===== src/rtl/lock_controller.sv =====
// lock_controller: sequencing FSM for unlock, lockout, auto-relock and two-entry password change.
module lock_controller #(
    parameter int MAX_FAILS      = 3,
    parameter int LOCKOUT_CYCLES = 30_000_000,
    parameter int UNLOCK_CYCLES  = 100_000_000
) (
    input  logic        clk_in,
    input  logic        rst,
    input  logic        confirm_pulse,
    input  logic        exit_pulse,
    input  logic        exit_hold_pulse,
    input  logic [15:0] value_16bit,
    input  logic [15:0] password,
    output logic        unlocked,
    output logic        set_mode,
    output logic        lockout,
    output logic [2:0]  fail_count,
    output logic        password_we,
    output logic [15:0] password_new,
    output logic        set_err
);
    localparam int MAXC = (LOCKOUT_CYCLES > UNLOCK_CYCLES) ? LOCKOUT_CYCLES : UNLOCK_CYCLES;
    localparam int TW = $clog2(MAXC + 1);
    localparam logic [TW-1:0] T_UNL = TW'(UNLOCK_CYCLES);
    localparam logic [TW-1:0] T_LCK = TW'(LOCKOUT_CYCLES);
    localparam logic [TW-1:0] T_ONE = TW'(1);

    typedef enum logic [2:0] {S_LOCKED, S_UNLOCKED, S_SET_NEW, S_SET_VERIFY, S_LOCKOUT} state_t;

    state_t      r_state, w_state;
    logic [TW-1:0] r_timer, w_timer;
    logic [2:0]  r_fail, w_fail, w_fail_inc;
    logic [15:0] r_cand, w_cand, r_pnew, w_pnew;
    logic        w_we, w_err;
    logic        r_unlocked, r_set_mode, r_lockout, r_we, r_err;

    assign w_fail_inc = (r_fail == 3'd7) ? r_fail : r_fail + 3'd1;

    always_comb begin
        w_state = r_state;
        w_timer = r_timer;
        w_fail  = r_fail;
        w_cand  = r_cand;
        w_pnew  = r_pnew;
        w_we    = 1'b0;
        w_err   = 1'b0;
        case (r_state)
            S_LOCKED: begin
                if (confirm_pulse) begin
                    if (value_16bit == password) begin
                        w_state = S_UNLOCKED;
                        w_fail  = 3'd0;
                        w_timer = T_UNL;
                    end else begin
                        w_fail = w_fail_inc;
                        if (w_fail_inc == 3'(MAX_FAILS)) begin
                            w_state = S_LOCKOUT;
                            w_timer = T_LCK;
                        end
                    end
                end
            end
            S_UNLOCKED: begin
                if (exit_hold_pulse) begin
                    w_state = S_SET_NEW;
                end else if (exit_pulse) begin
                    w_state = S_LOCKED;
                end else begin
                    w_timer = r_timer - T_ONE;
                    if (r_timer == T_ONE) w_state = S_LOCKED;
                end
            end
            S_SET_NEW, S_SET_VERIFY: begin
                if (exit_pulse) begin
                    w_state = S_UNLOCKED;
                    w_cand  = 16'h0000;
                    w_timer = T_UNL;
                end else if (confirm_pulse) begin
                    if (r_state == S_SET_NEW) begin
                        w_cand  = value_16bit;
                        w_state = S_SET_VERIFY;
                    end else if (value_16bit == r_cand) begin
                        w_we    = 1'b1;
                        w_pnew  = r_cand;
                        w_state = S_UNLOCKED;
                        w_timer = T_UNL;
                    end else begin
                        w_err   = 1'b1;
                        w_cand  = 16'h0000;
                        w_state = S_SET_NEW;
                    end
                end
            end
            S_LOCKOUT: begin
                w_timer = r_timer - T_ONE;
                if (r_timer == T_ONE) begin
                    w_state = S_LOCKED;
                    w_fail  = 3'd0;
                end
            end
            default: w_state = S_LOCKED;
        endcase
    end

    // status flags are registered from the next state so they change with it
    always_ff @(posedge clk_in) begin
        if (rst) begin
            r_state    <= S_LOCKED;
            r_timer    <= '0;
            r_fail     <= 3'd0;
            r_cand     <= 16'h0000;
            r_pnew     <= 16'h0000;
            r_we       <= 1'b0;
            r_err      <= 1'b0;
            r_unlocked <= 1'b0;
            r_set_mode <= 1'b0;
            r_lockout  <= 1'b0;
        end else begin
            r_state    <= w_state;
            r_timer    <= w_timer;
            r_fail     <= w_fail;
            r_cand     <= w_cand;
            r_pnew     <= w_pnew;
            r_we       <= w_we;
            r_err      <= w_err;
            r_unlocked <= (w_state == S_UNLOCKED);
            r_set_mode <= (w_state == S_SET_NEW) || (w_state == S_SET_VERIFY);
            r_lockout  <= (w_state == S_LOCKOUT);
        end
    end

    assign unlocked     = r_unlocked;
    assign set_mode     = r_set_mode;
    assign lockout      = r_lockout;
    assign fail_count   = r_fail;
    assign password_we  = r_we;
    assign password_new = r_pnew;
    assign set_err      = r_err;
endmodule


===== config.mk =====
export PLATFORM = sky130hd
export DESIGN_NAME = lock_controller
export DESIGN_NICKNAME = d
export VERILOG_FILES = /design/src/rtl/lock_controller.sv
export SDC_FILE = /design/constraint.sdc
export NUM_CORES = 1
export LEC_CHECK = 0
export CAP_MARGIN = 5
export CORE_MARGIN = 2
export CORE_UTILIZATION = 53
export CTS_CLUSTER_DIAMETER = 120
export DETAILED_ROUTE_END_ITERATION = 8
export PLACE_DENSITY_LB_ADDON = 0.3
export SYNTH_ARGS = -nofsm -noshare
export SYNTH_HDL_FRONTEND = slang
export SYNTH_SLANG_ARGS = --single-unit

===== constraint.sdc =====
create_clock -name clk_in -period 2.6 [get_ports clk_in]
set_clock_uncertainty 0.15 [all_clocks]
set_input_delay 0.65 -clock clk_in [delete_from_list [all_inputs] [get_ports clk_in]]
set_output_delay 0.65 -clock clk_in [all_outputs]
set_load 0.05 [all_outputs]

Word-level counts from Yosys, hierarchy flattened
Index checks and enable logic that the tools add are counted.
{"block": "totals", "regBits": 70, "out_inout_bits": 24, "word_cells": 81}
{"block": "classes", "n_addsub": 2, "eq_ne": 22, "n_mux": 32, "bitwise": 4, "n_reduce_logical": 11}
{"cell": "two-way mux 27 bit", "count": 9}
{"cell": "case mux 27 bit (4 select lines)", "count": 1}
{"cell": "two-way mux 16 bit", "count": 4}
{"cell": "two-way mux 3 bit", "count": 12}
{"cell": "== test 16 bit", "count": 2}
{"cell": "== test 27 x 1 -> 1 bit (second input constant)", "count": 1}
{"cell": "subtractor 27 x 1 -> 27 bit (second input constant)", "count": 1}
{"cell": "== test 3 x 2 -> 1 bit (second input constant)", "count": 5}
{"cell": "inequality test 3 bit (second input constant)", "count": 5}
{"cell": "case mux 3 bit (4 select lines)", "count": 1}
{"cell": "== test 3 bit (second input constant)", "count": 3}
{"cell": "inequality test 2 bit (second input constant)", "count": 4}
{"cell": "AND reduction 8 bit", "count": 1}
{"cell": "== test 3 x 1 -> 1 bit (second input constant)", "count": 2}
{"cell": "case mux 3 bit (2 select lines)", "count": 1}
{"cell": "AND reduction 3 bit", "count": 2}
{"cell": "AND reduction 5 bit", "count": 1}
{"cell": "OR reduction 5 bit", "count": 1}
{"cell": "two-way mux 2 bit", "count": 2}
{"cell": "inverter 1 bit", "count": 4}
{"cell": "nonzero test 2 bit", "count": 2}
{"cell": "nonzero test 4 bit", "count": 1}
{"cell": "adder 3 x 1 -> 3 bit (second input constant)", "count": 1}
{"cell": "zero test 3 bit", "count": 1}
{"cell": "other kinds (3)", "count": 4}

Logic depth before layout (Yosys ltp)
Gate-level depths: netlist (run 1).
{"block": "depth", "ltp_word": 9, "depth_mapped": 9, "depth_no_buf": 8}

Worst setup path after synthesis (run 1)
Ideal clock, no wire load.
{"block": "synth_timing", "path_type": "register to register", "start": "reg r_fail[0] (netlist: fail_count[0])", "end": "reg r_timer[24]", "t_arrival_ns": 2.309, "required_ns": 2.334, "path_slack_ns": 0.025, "path_stages_with_launch": 8, "n_path_buf": 1, "synth_period_minus_slack_ns": 2.575, "path_cell_list": "dfxtp_1 > ha_1 > nor4b_1 > or3_1 > o211ai_1 > clkbuf_1 > nor3_1 > o211a_1"}
{"block": "synth_between", "elab_chain_cells": 5}
{"item": "from (decl)", "line_no": "32", "source": "logic [2:0] r_fail, w_fail, w_fail_inc;"}
{"item": "from (signal assigned)", "line_no": "121", "source": "r_fail <= w_fail;"}
{"item": "adder 3 x 1 -> 3 bit / == test 3 bit (equally long branches)", "line_no": "37", "source": "assign w_fail_inc = (r_fail == 3'd7) ? r_fail : r_fail + 3'd1;"}
{"item": "two-way mux 3 bit (*)", "line_no": "37"}
{"item": "== test 3 x 2 -> 1 bit (*)", "line_no": "56", "source": "if (w_fail_inc == 3'(MAX_FAILS)) begin"}
{"item": "inequality test 3 bit (no line) (*)"}
{"item": "AND reduction 8 bit (no line) (*)"}
{"item": "to (signal assigned)", "line_no": "120", "source": "r_timer <= w_timer;"}
{"item": "to (decl)", "line_no": "31", "source": "logic [TW-1:0] r_timer, w_timer;"}
Every way passes the cells marked *; elsewhere a longest branch is shown, timed or not.
A chain may end at the register's enable or synchronous reset.

Worst setup path in the final report (run 1)
{"block": "layout_timing", "start": "in password[1]", "end": "reg r_timer[9]"}
{"block": "layout_between", "elab_chain_cells": 4}
{"item": "from (decl)", "line_no": "13", "source": "input logic [15:0] password,"}
{"item": "== test 16 bit (*)", "line_no": "50", "source": "if (value_16bit == password) begin"}
{"item": "two-way mux 27 bit", "line_no": "50"}
{"item": "two-way mux 27 bit", "line_no": "49", "source": "if (confirm_pulse) begin"}
{"item": "case mux 27 bit (4 select lines)", "line_no": "47", "source": "case (r_state)"}
Every way passes the cells marked *; elsewhere a longest branch is shown, timed or not. The select of a mux whose other input is x is not followed.

==> key figures, run 1 <==
Logic synthesis
  • Syn nets: 447
  • Number of enable flip-flop cells after synthesis: 0
  • Netlist cell types: 67
  • Yosys top cell area share: 38.0%
  • Count leader, synth: dfxtp_1
  • Ys Warns: 0
  • Mapped Area: 0.00369 mm²
  • Top cells by area, synth: dfxtp_1, mux2i_1, nor2_1
  • Sequential element share of the synthesized area: 38.0%
  • Mean Syn Cell Area: 9.07 µm²
  • Post-synth top cells: dfxtp_1, nor2_1, a21oi_1
  • Ys flop type: dfxtp_1
  • Post-Synthesis Cells: 407
  • Yosys top cell by area: dfxtp_1
  • Ys async rst share: 0%
  • Seq cells post-synth: 70

STA
  • Fmax: 0.394 GHz
  • Final setup viols: 0
  • Final period util: 97.5%
  • Slew @ Worst Pin: 0.545 ns
  • Slew headroom: 63.6%
  • Final Hold Viols: 0
  • Final slew viol count: 0
  • Setup slack after layout: 0.0649 ns
  • Crit path time final: 2.54 ns
  • WHS: 0.337 ns

Clock network
  • CTS Buf Count: 9
  • TritonCTS clock tree: done
  • Htree depth: 3
  • Maximum root-to-sink buffer count: 2
  • Root Driver: clkbuf_8
  • Quantity of hold-fixing buffers added after cts: 0
  • Clock Latency Late Sink: 0.35 ns
  • CTS Sinks: 70
  • Worst-path clk slew: 0.07 ns

Pwr
  • Power density over the cells: 700 mW/mm²
  • Total power: 3.46 mW
  • Peak supply drop: 0.369 mV
  • Leak: 2.00 nW

Finish
  • Area Growth Syn to Fin: 33.9%
  • Layout cell share with drive strength beyond 1: 18.4%
  • Ant diodes: 0
  • Nets: 535
  • Layout fillers: 479
  • Finished Core Util: 73.2%

Critical path
  • CP max FO: 5
  • Critical path type: in2reg
  • Critical Path RT: 2.68 ns
  • Crit path capture type: flop
  • Startpoint Class: primary input
  • Crit path from: password[1]
  • Worst flop-to-flop path startpoint: fail_count[0]$_SDFFE_PP0P_
  • Worst Path Arrival: 2.61 ns

Global route
  • GRT Util Overall: 27.6%
  • Vias in the first global route: 3479
  • Largest net degree at the start of global routing: 37
  • First-pass GRT wire length: 16600 µm
  • Initial antenna violation count: 0
  • GR Overflow Total: 0

Routing
  • Total wire length: 10100 µm
  • DR iter-0 viols: 303
  • Via count: 3604
  • Vias per std cell: 6.22
  • Pre-antenna DRT Iters: 5
  • # DRC: 0
  • Antenna Nets Post-Route: 0
  • Routed len/inst: 17.4 µm

Placement
  • Hpwl dp: 6880 µm
  • I/O Buffers: 60
  • Placer Congestion: 0.866
  • Place WS: -0.480 ns

Hold path
  • Hold path startpoint: r_timer[21]$_SDFFE_PP0P_
  • Tightest Hold Check Type: reg2reg

Floorplan
  • Die Ht: 87.5 µm
  • Die area: 0.00765 mm²
  • I/O pins: 61
  • Core Area: 0.00676 mm²
  • FP Rows: 30
  • Initial Util: 54.6%
  • Die width: 87.5 µm

Run status
  • Status: completed

Job
  • Max-Cap Viols: 0
==> flip-flops by register name (all words and copies together) (netlist names) <==
name,cells
fail_count,3
lockout,1
password_new,16
password_we,1
r_cand,16
r_state,3
r_timer,27
set_err,1
set_mode,1
unlocked,1
==> worst max-delay path, stage by stage <==
cell and delay [ns]:
clkdlybuf4s50_1 0.47, xnor2_1 0.12, nand4_1 0.19, nor4_4 0.32, o211ai_1 0.17, buf_4 0.20
buf_4 0.13, o311ai_2 0.24, o31ai_1 0.11
==> kinds of logic after synthesis <==
family	after synthesis	share of synthesized area (%)
fa+ha+maj	3	1.02
xor+xnor	34	8.06
flops	70	38.0
buf+inv	28	3.29
compound gates	110	21.6
simple gates	144	23.2
mux	18	4.88
==> metrics by stage <==
| step | TNS, ns | instances | area (µm²) |
|---|---|---|---|
| floorplan | 0 | 407 | 3690 |
| finish | 0 | 579 | 4940 |
| global route | -0.00751 | 579 | 4940 |
| global placement | -19.57 | 558 | 4580 |
| CTS | 0 | 575 | 4810 |
| detailed placement | -22.12 | 558 | 4580 |
==> layout make-up <==
cell class                 instances  area (µm²)  area share [%]
clock inverter                     6        87.6            1.77
timing repair buffer             100         962            19.5
inverter                           5        18.8           0.380
clock buffer                       9         124            2.51
tap                               80         100            2.02
sequential                        70        1400            28.3
multi-input combinational        309        2250            45.5
==> worst paths after layout <==
check	slack (ns)	to	cells past startpoint
min	0.34	r_timer[21]$_SDFFE_PP0P_	2
min reg2reg	0.34	r_timer[21]$_SDFFE_PP0P_	2
max reg2reg	0.15	r_timer[4]$_SDFFE_PP0P_	7
max	0.06	r_timer[9]$_SDFFE_PP0P_	9
==> cell usage in the layout (no fill, tap or decap), types with 9 or more instances in the layout <==
master            n
a21oi_1          24
a22o_1           16
a31oi_1          13
buf_4            33
clkbuf_8          9
clkdlybuf4s50_1  36
dfxtp_1          70
dlymetal6s2s_1   15
mux2i_1          18
nand2_1          18
nor2_1           42
nor3_1           16
xnor2_1          16
xor2_1           16
==> layer usage <==
layer  GRT usage, %  up-vias  wire, µm
met3           6.92       21       708
met1           36.4     1733      4400
met5              0        -         0
li1               -     1691         -
met2           43.9      159      4780
met4           9.23        0       177
==> where the power goes <==
group	total, mW	internal (mW)	switching (mW)
clock network	0.949	0.532	0.417
logic	1.24	0.524	0.718
registers	1.27	1.16	0.115
==> what timing repair did <==
action / in CTS / in global routing
setup buffers: 2 / 2
hold endpoints to repair: 0 / 0
gates cloned: 0 / 2
pin swaps: 7 / 19
gates resized for setup: 12 / 36
setup endpoints to repair: 27 / 46
(Power assumes the default switching activity.)
==> run 2, diff against run 1 <==
--- a/config.mk
+++ b/config.mk
@@ -11,6 +11,7 @@
 export CTS_CLUSTER_DIAMETER = 120
 export DETAILED_ROUTE_END_ITERATION = 8
 export PLACE_DENSITY_LB_ADDON = 0.3
+export REMOVE_ABC_BUFFERS = 1
 export SYNTH_ARGS = -nofsm -noshare
 export SYNTH_HDL_FRONTEND = slang
 export SYNTH_SLANG_ARGS = --single-unit
==> run 2 against run 1 <==
Global-route usage rose by 0.54 points; count of clock-buffer cells in the layout stayed put; clock power increased by 12%; core utilization rose by 2.2 points; critical path type unchanged.
==> key figures, run 2 (same netlist as run 1, synthesis figures left out) <==
Job
  • Max-Cap Viols: 0

Finish
  • Ant diodes: 0
  • Max FFs per register: 27
  • Commonest non-fill, non-tap cells in the layout: dfxtp_1, nor2_1, clkdlybuf4s50_1, buf_4, a21oi_1
  • Top reg by flops: r_timer
  • Area Growth Syn to Fin: 38.0%
  • FF+latch area: 0.00140 mm²
  • Layout cell share with drive strength beyond 1: 21.4%
  • Post-route design area: 0.00509 mm²
  • Area occupied by multi-input gates: 0.00229 mm²
  • Finished Core Util: 75.4%
  • Non-filler cells in the finished layout: 590
  • Layout fillers: 467
  • Most common cell after layout, fill and taps aside: dfxtp_1
  • Nets: 545

Clock network
  • Quantity of hold-fixing buffers added after cts: 0
  • TritonCTS clock tree: done
  • Worst-path clk slew: 0.07 ns
  • CTS Buf Count: 9
  • Htree depth: 3
  • CTS Sinks: 70
  • Maximum root-to-sink buffer count: 2
  • Clock Latency Late Sink: 0.36 ns
  • Root Driver: clkbuf_8

Global route
  • First-pass GRT wire length: 16800 µm
  • GR Overflow Total: 0
  • Vias in the first global route: 3662
  • GRT Util Overall: 28.1%
  • Initial antenna violation count: 0
  • Largest net degree at the start of global routing: 37

Routing
  • Met2 WL post-DR: 5020 µm
  • Routed len/inst: 17.5 µm
  • Via count: 3630
  • Vias per std cell: 6.15
  • # DRC: 0
  • WL met1: 4260 µm
  • Antenna Nets Post-Route: 0
  • DR iter-0 viols: 225
  • Total wire length: 10300 µm
  • Top routing layer used: met4
  • Met3 WL: 671 µm
  • Pre-antenna DRT Iters: 5

STA
  • Crit path time final: 2.57 ns
  • Slew headroom: 61.5%
  • Fmax: 0.390 GHz
  • Final slew viol count: 0
  • Slew @ Worst Pin: 0.576 ns
  • Setup slack after layout: 0.0344 ns
  • Final setup viols: 0
  • Final Hold Viols: 0
  • Final period util: 98.7%

Critical path
  • Critical path type: in2reg
  • Critical Path RT: 2.68 ns
  • CP max FO: 6
  • CP max stage delay: 0.57 ns
  • Crit path from: password[12]
  • Crit-path slowest cell: clkdlybuf4s50_1
  • Worst Path Arrival: 2.64 ns
  • CP cell instances: clkdlybuf4s50_1, xnor2_4, nand4_1, nor4_4, o211ai_1, buf_4, buf_4, o311ai_2, o31ai_1
  • Startpoint Class: primary input
  • Crit path capture type: flop
  • CP dominant cell by count: buf_4
  • Worst flop-to-flop path startpoint: fail_count[0]$_SDFFE_PP0P_

Pwr
  • Leak: 2.02 nW
  • Peak supply drop: 0.315 mV
  • Power density over the cells: 707 mW/mm²
  • Total power: 3.60 mW

Placement
  • Cells after DPL: 566
  • I/O Buffers: 60
  • Placer Congestion: 0.890
  • Place WS: -0.532 ns
  • Area post-placement: 0.00465 mm²
  • Hpwl dp: 7120 µm

Hold path
  • Hold path startpoint: r_timer[17]$_SDFFE_PP0P_
  • Tightest Hold Check Type: reg2reg

Floorplan
  • Initial Util: 54.6%
  • Die width: 87.5 µm
  • I/O pins: 61
  • Core Area: 0.00676 mm²
  • Die area: 0.00765 mm²
  • FP Rows: 30
  • Die Ht: 87.5 µm

Run status
  • Status: completed
==> run 2: cell types whose count changed in the layout (fill, tap and decap cells not counted), moves of 3 or more <==
cell	before	now
dlymetal6s2s_1	15	6
buf_6	2	5
dlygate4sd2_1	7	10
clkdlybuf4s50_1	36	40
buf_4	33	40
clkbuf_2	1	4
==> run 2: path summary, 6_finish.rpt <==
| check | end | slack (ns) | depth (start not counted) |
|---|---|---|---|
| max | r_timer[9]$_SDFFE_PP0P_ | 0.03 | 9 |
| min | r_timer[17]$_SDFFE_PP0P_ | 0.34 | 2 |
| max reg2reg | r_timer[9]$_SDFFE_PP0P_ | 0.20 | 8 |
| min reg2reg | r_timer[17]$_SDFFE_PP0P_ | 0.34 | 2 |
==> run 2: cell type report <==
type	count	share of cell area (%)
Sequential cell	70	27.5
Tap cell	80	1.96
Clock buffer	9	2.43
Multi-Input combinational cell	309	45.0
Inverter	5	0.368
Timing Repair Buffer	110	20.6
Clock inverter	7	2.21
==> run 2: routing by layer <==
metal	track usage, %	vias to the layer above
li1	-	1723
met1	33.3	1715
met2	48.3	158
met3	7.20	34
met4	11.2	0
met5	0	-
==> run 2: repair_timing <==
action	CTS	global route
gates resized for setup	25	27
pin swaps	13	13
endpoints found under the setup margin	44	33
buffers inserted	6	1
gates cloned	1	0
==> run 2: metrics by stage <==
stage                     hold WS, ns  setup TNS (ns)
after detailed placement        0.319          -25.42
after floorplan                 0.292          -0.847
final                           0.340               0
after global routing            0.363         -0.0458
after CTS                       0.336               0
after global placement          0.313          -20.63
==> run 2: critical path: cells and delay by family <==
| kind | cells | cell delay (ns) |
|---|---|---|
| compound gates | 3 | 0.53 |
| simple gates | 2 | 0.40 |
| buf+inv | 3 | 0.90 |
| xor+xnor | 1 | 0.15 |
==> run 2: report_power, final <==
group / switching [mW] / internal (mW) / total [mW]
sequential: 0.108 / 1.16 / 1.27
clock: 0.428 / 0.632 / 1.06
combinational: 0.730 / 0.549 / 1.28
==> run 3, diff against run 2 <==
--- a/config.mk
+++ b/config.mk
@@ -12,6 +12,7 @@
 export DETAILED_ROUTE_END_ITERATION = 8
 export PLACE_DENSITY_LB_ADDON = 0.3
 export REMOVE_ABC_BUFFERS = 1
+export SETUP_SLACK_MARGIN = 0.4
 export SYNTH_ARGS = -nofsm -noshare
 export SYNTH_HDL_FRONTEND = slang
 export SYNTH_SLANG_ARGS = --single-unit
==> run 3 against run 2 <==
Largest power group unchanged; non-clock buffer count increased by 32; hold slack improved by 0.0092 ns; global-route usage increased by 3.1 points; register-to-register slack got worse by 0.07 ns; final cell count increased by 5.4%; count of clock-buffer cells in the layout unchanged; design area increased by 14%; core utilization increased by 10 points.
==> key figures, run 3 (same netlist as run 1, synthesis figures left out) <==
Critical path
  • Critical Path RT: 2.66 ns
  • Worst Path Arrival: 2.59 ns
  • CP max FO: 5
  • Worst r2r path cells: 10
  • Crit path capture type: flop
  • Critical path type: in2reg
  • Startpoint Class: primary input

Floorplan
  • I/O pins: 61
  • Core Area: 0.00676 mm²
  • Initial Util: 54.6%
  • Die width: 87.5 µm
  • FP Rows: 30
  • Die Ht: 87.5 µm
  • Die area: 0.00765 mm²

Finish
  • Nets: 577
  • Commonest non-fill, non-tap cells in the layout: dfxtp_1, buf_4, nor2_1
  • Layout fillers: 324
  • Most common cell after layout, fill and taps aside: dfxtp_1
  • Post-route design area: 0.00578 mm²
  • Area Growth Syn to Fin: 56.6%
  • Ant diodes: 0
  • Area occupied by multi-input gates: 0.00272 mm²
  • Max FFs per register: 27
  • Top reg by flops: r_timer
  • Layout cell share with drive strength beyond 1: 42.4%
  • Finished Core Util: 85.6%
  • FF+latch area: 0.00143 mm²
  • Non-filler cells in the finished layout: 622

STA
  • Final Hold Viols: 0
  • RSZ-0062 raised after global routing: yes
  • Final period util: 97.5%
  • Slew headroom: 61.2%
  • Final slew viol count: 0
  • Fmax: 0.395 GHz
  • Crit path time final: 2.53 ns
  • Final setup viols: 0
  • WHS: 0.349 ns
  • Slew @ Worst Pin: 0.585 ns

Pwr
  • Leak: 2.38 nW
  • Peak supply drop: 0.351 mV
  • Power density over the cells: 760 mW/mm²

Clock network
  • Htree depth: 3
  • CTS Buf Count: 9
  • Maximum root-to-sink buffer count: 2
  • Clock Latency Late Sink: 0.36 ns
  • CTS Sinks: 70
  • Quantity of hold-fixing buffers added after cts: 0
  • Root Driver: clkbuf_8
  • Worst-path clk slew: 0.09 ns
  • TritonCTS clock tree: done

Routing
  • Total wire length: 14400 µm
  • Antenna Nets Post-Route: 0
  • Routed len/inst: 23.2 µm
  • Pre-antenna DRT Iters: 6
  • Via count: 4114
  • DR iter-0 viols: 351
  • # DRC: 0
  • Vias per std cell: 6.61

Placement
  • Area post-placement: 0.00465 mm²
  • Hpwl dp: 7120 µm
  • Cells after DPL: 566
  • Placer Congestion: 0.890
  • I/O Buffers: 60

Global route
  • Largest net degree at the start of global routing: 37
  • Initial antenna violation count: 0
  • First-pass GRT wire length: 18500 µm
  • Vias in the first global route: 3889
  • GRT Util Overall: 31.2%
  • GR Overflow Total: 0

Job
  • Max-Cap Viols: 0

Hold path
  • Tightest Hold Check Type: reg2reg
  • Hold depth: 2

Run status
  • Status: completed
[run 3: changes by cell type in the layout (fill, tap and decap cells not counted), sizes merged]
cell | before | now
buf | 50 | 99
clkbuf | 13 | 19
clkdlybuf4s15 | 0 | 6
clkdlybuf4s50 | 40 | 2
dlygate4sd2 | 10 | 24
dlymetal6s2s | 6 | 1
[run 3: final cells by class]
class                           instances  area share (%)
Inverter                                5           0.325
Sequential cell                        70            24.8
Timing Repair Buffer                  142            22.1
Multi-Input combinational cell        309            47.0
Tap cell                               80            1.73
Clock buffer                            9            2.14
Clock inverter                          7            1.95
[run 3: power by group]
part           switching [mW]  leakage (nW)  internal, mW
Clock                   0.464         0.119         0.632
Sequential              0.134         0.575          1.16
Combinational            1.08          1.68         0.929
[run 3: repair_timing]
action,in CTS,in global routing
resized for setup,184,103
endpoints found under the setup margin,92,69
gates cloned,2,1
pin swaps,50,64
buffers inserted,19,18
[run 3: through the flow]
step	power (mW)	setup TNS (ns)	setup WS, ns
finish	4.40	0	0.0655
global route	4.52	0	0.0422
CTS	3.76	0	0.215
detailed placement	2.48	-25.42	-0.532
global placement	2.44	-20.63	-0.429
floorplan	2.10	-0.847	-0.156
[run 3: worst paths after layout]
| path | startpoint | endpoint | slack, ns |
|---|---|---|---|
| setup reg to reg | r_cand[13]$_SDFFE_PP0P_ | password_new[2]$_SDFFE_PP0P_ | 0.13 |
| hold reg to reg | r_timer[17]$_SDFFE_PP0P_ | r_timer[17]$_SDFFE_PP0P_ | 0.35 |
| setup / recovery | value_16bit[12] | r_timer[18]$_SDFFE_PP0P_ | 0.07 |
| hold / removal | r_timer[17]$_SDFFE_PP0P_ | r_timer[17]$_SDFFE_PP0P_ | 0.35 |
[run 3: per-layer routing]
layer / global-route usage [%] / vias up / share of wire (%)
met4: 16.9 / 0 / 6.7
met2: 53.0 / 280 / 50
met3: 8.25 / 90 / 7.2
met5: 0 / - / 0
li1: - / 1780 / -
met1: 35.4 / 1964 / 36
[run 3: critical path, cell delays in order]
cell	delay (ns)
buf_6	0.10
buf_6	0.12
xnor2_4	0.17
nand4_1	0.20
nor4_4	0.32
buf_4	0.21
o211a_4	0.20
buf_6	0.13
a31oi_1	0.09
nor3_1	0.40
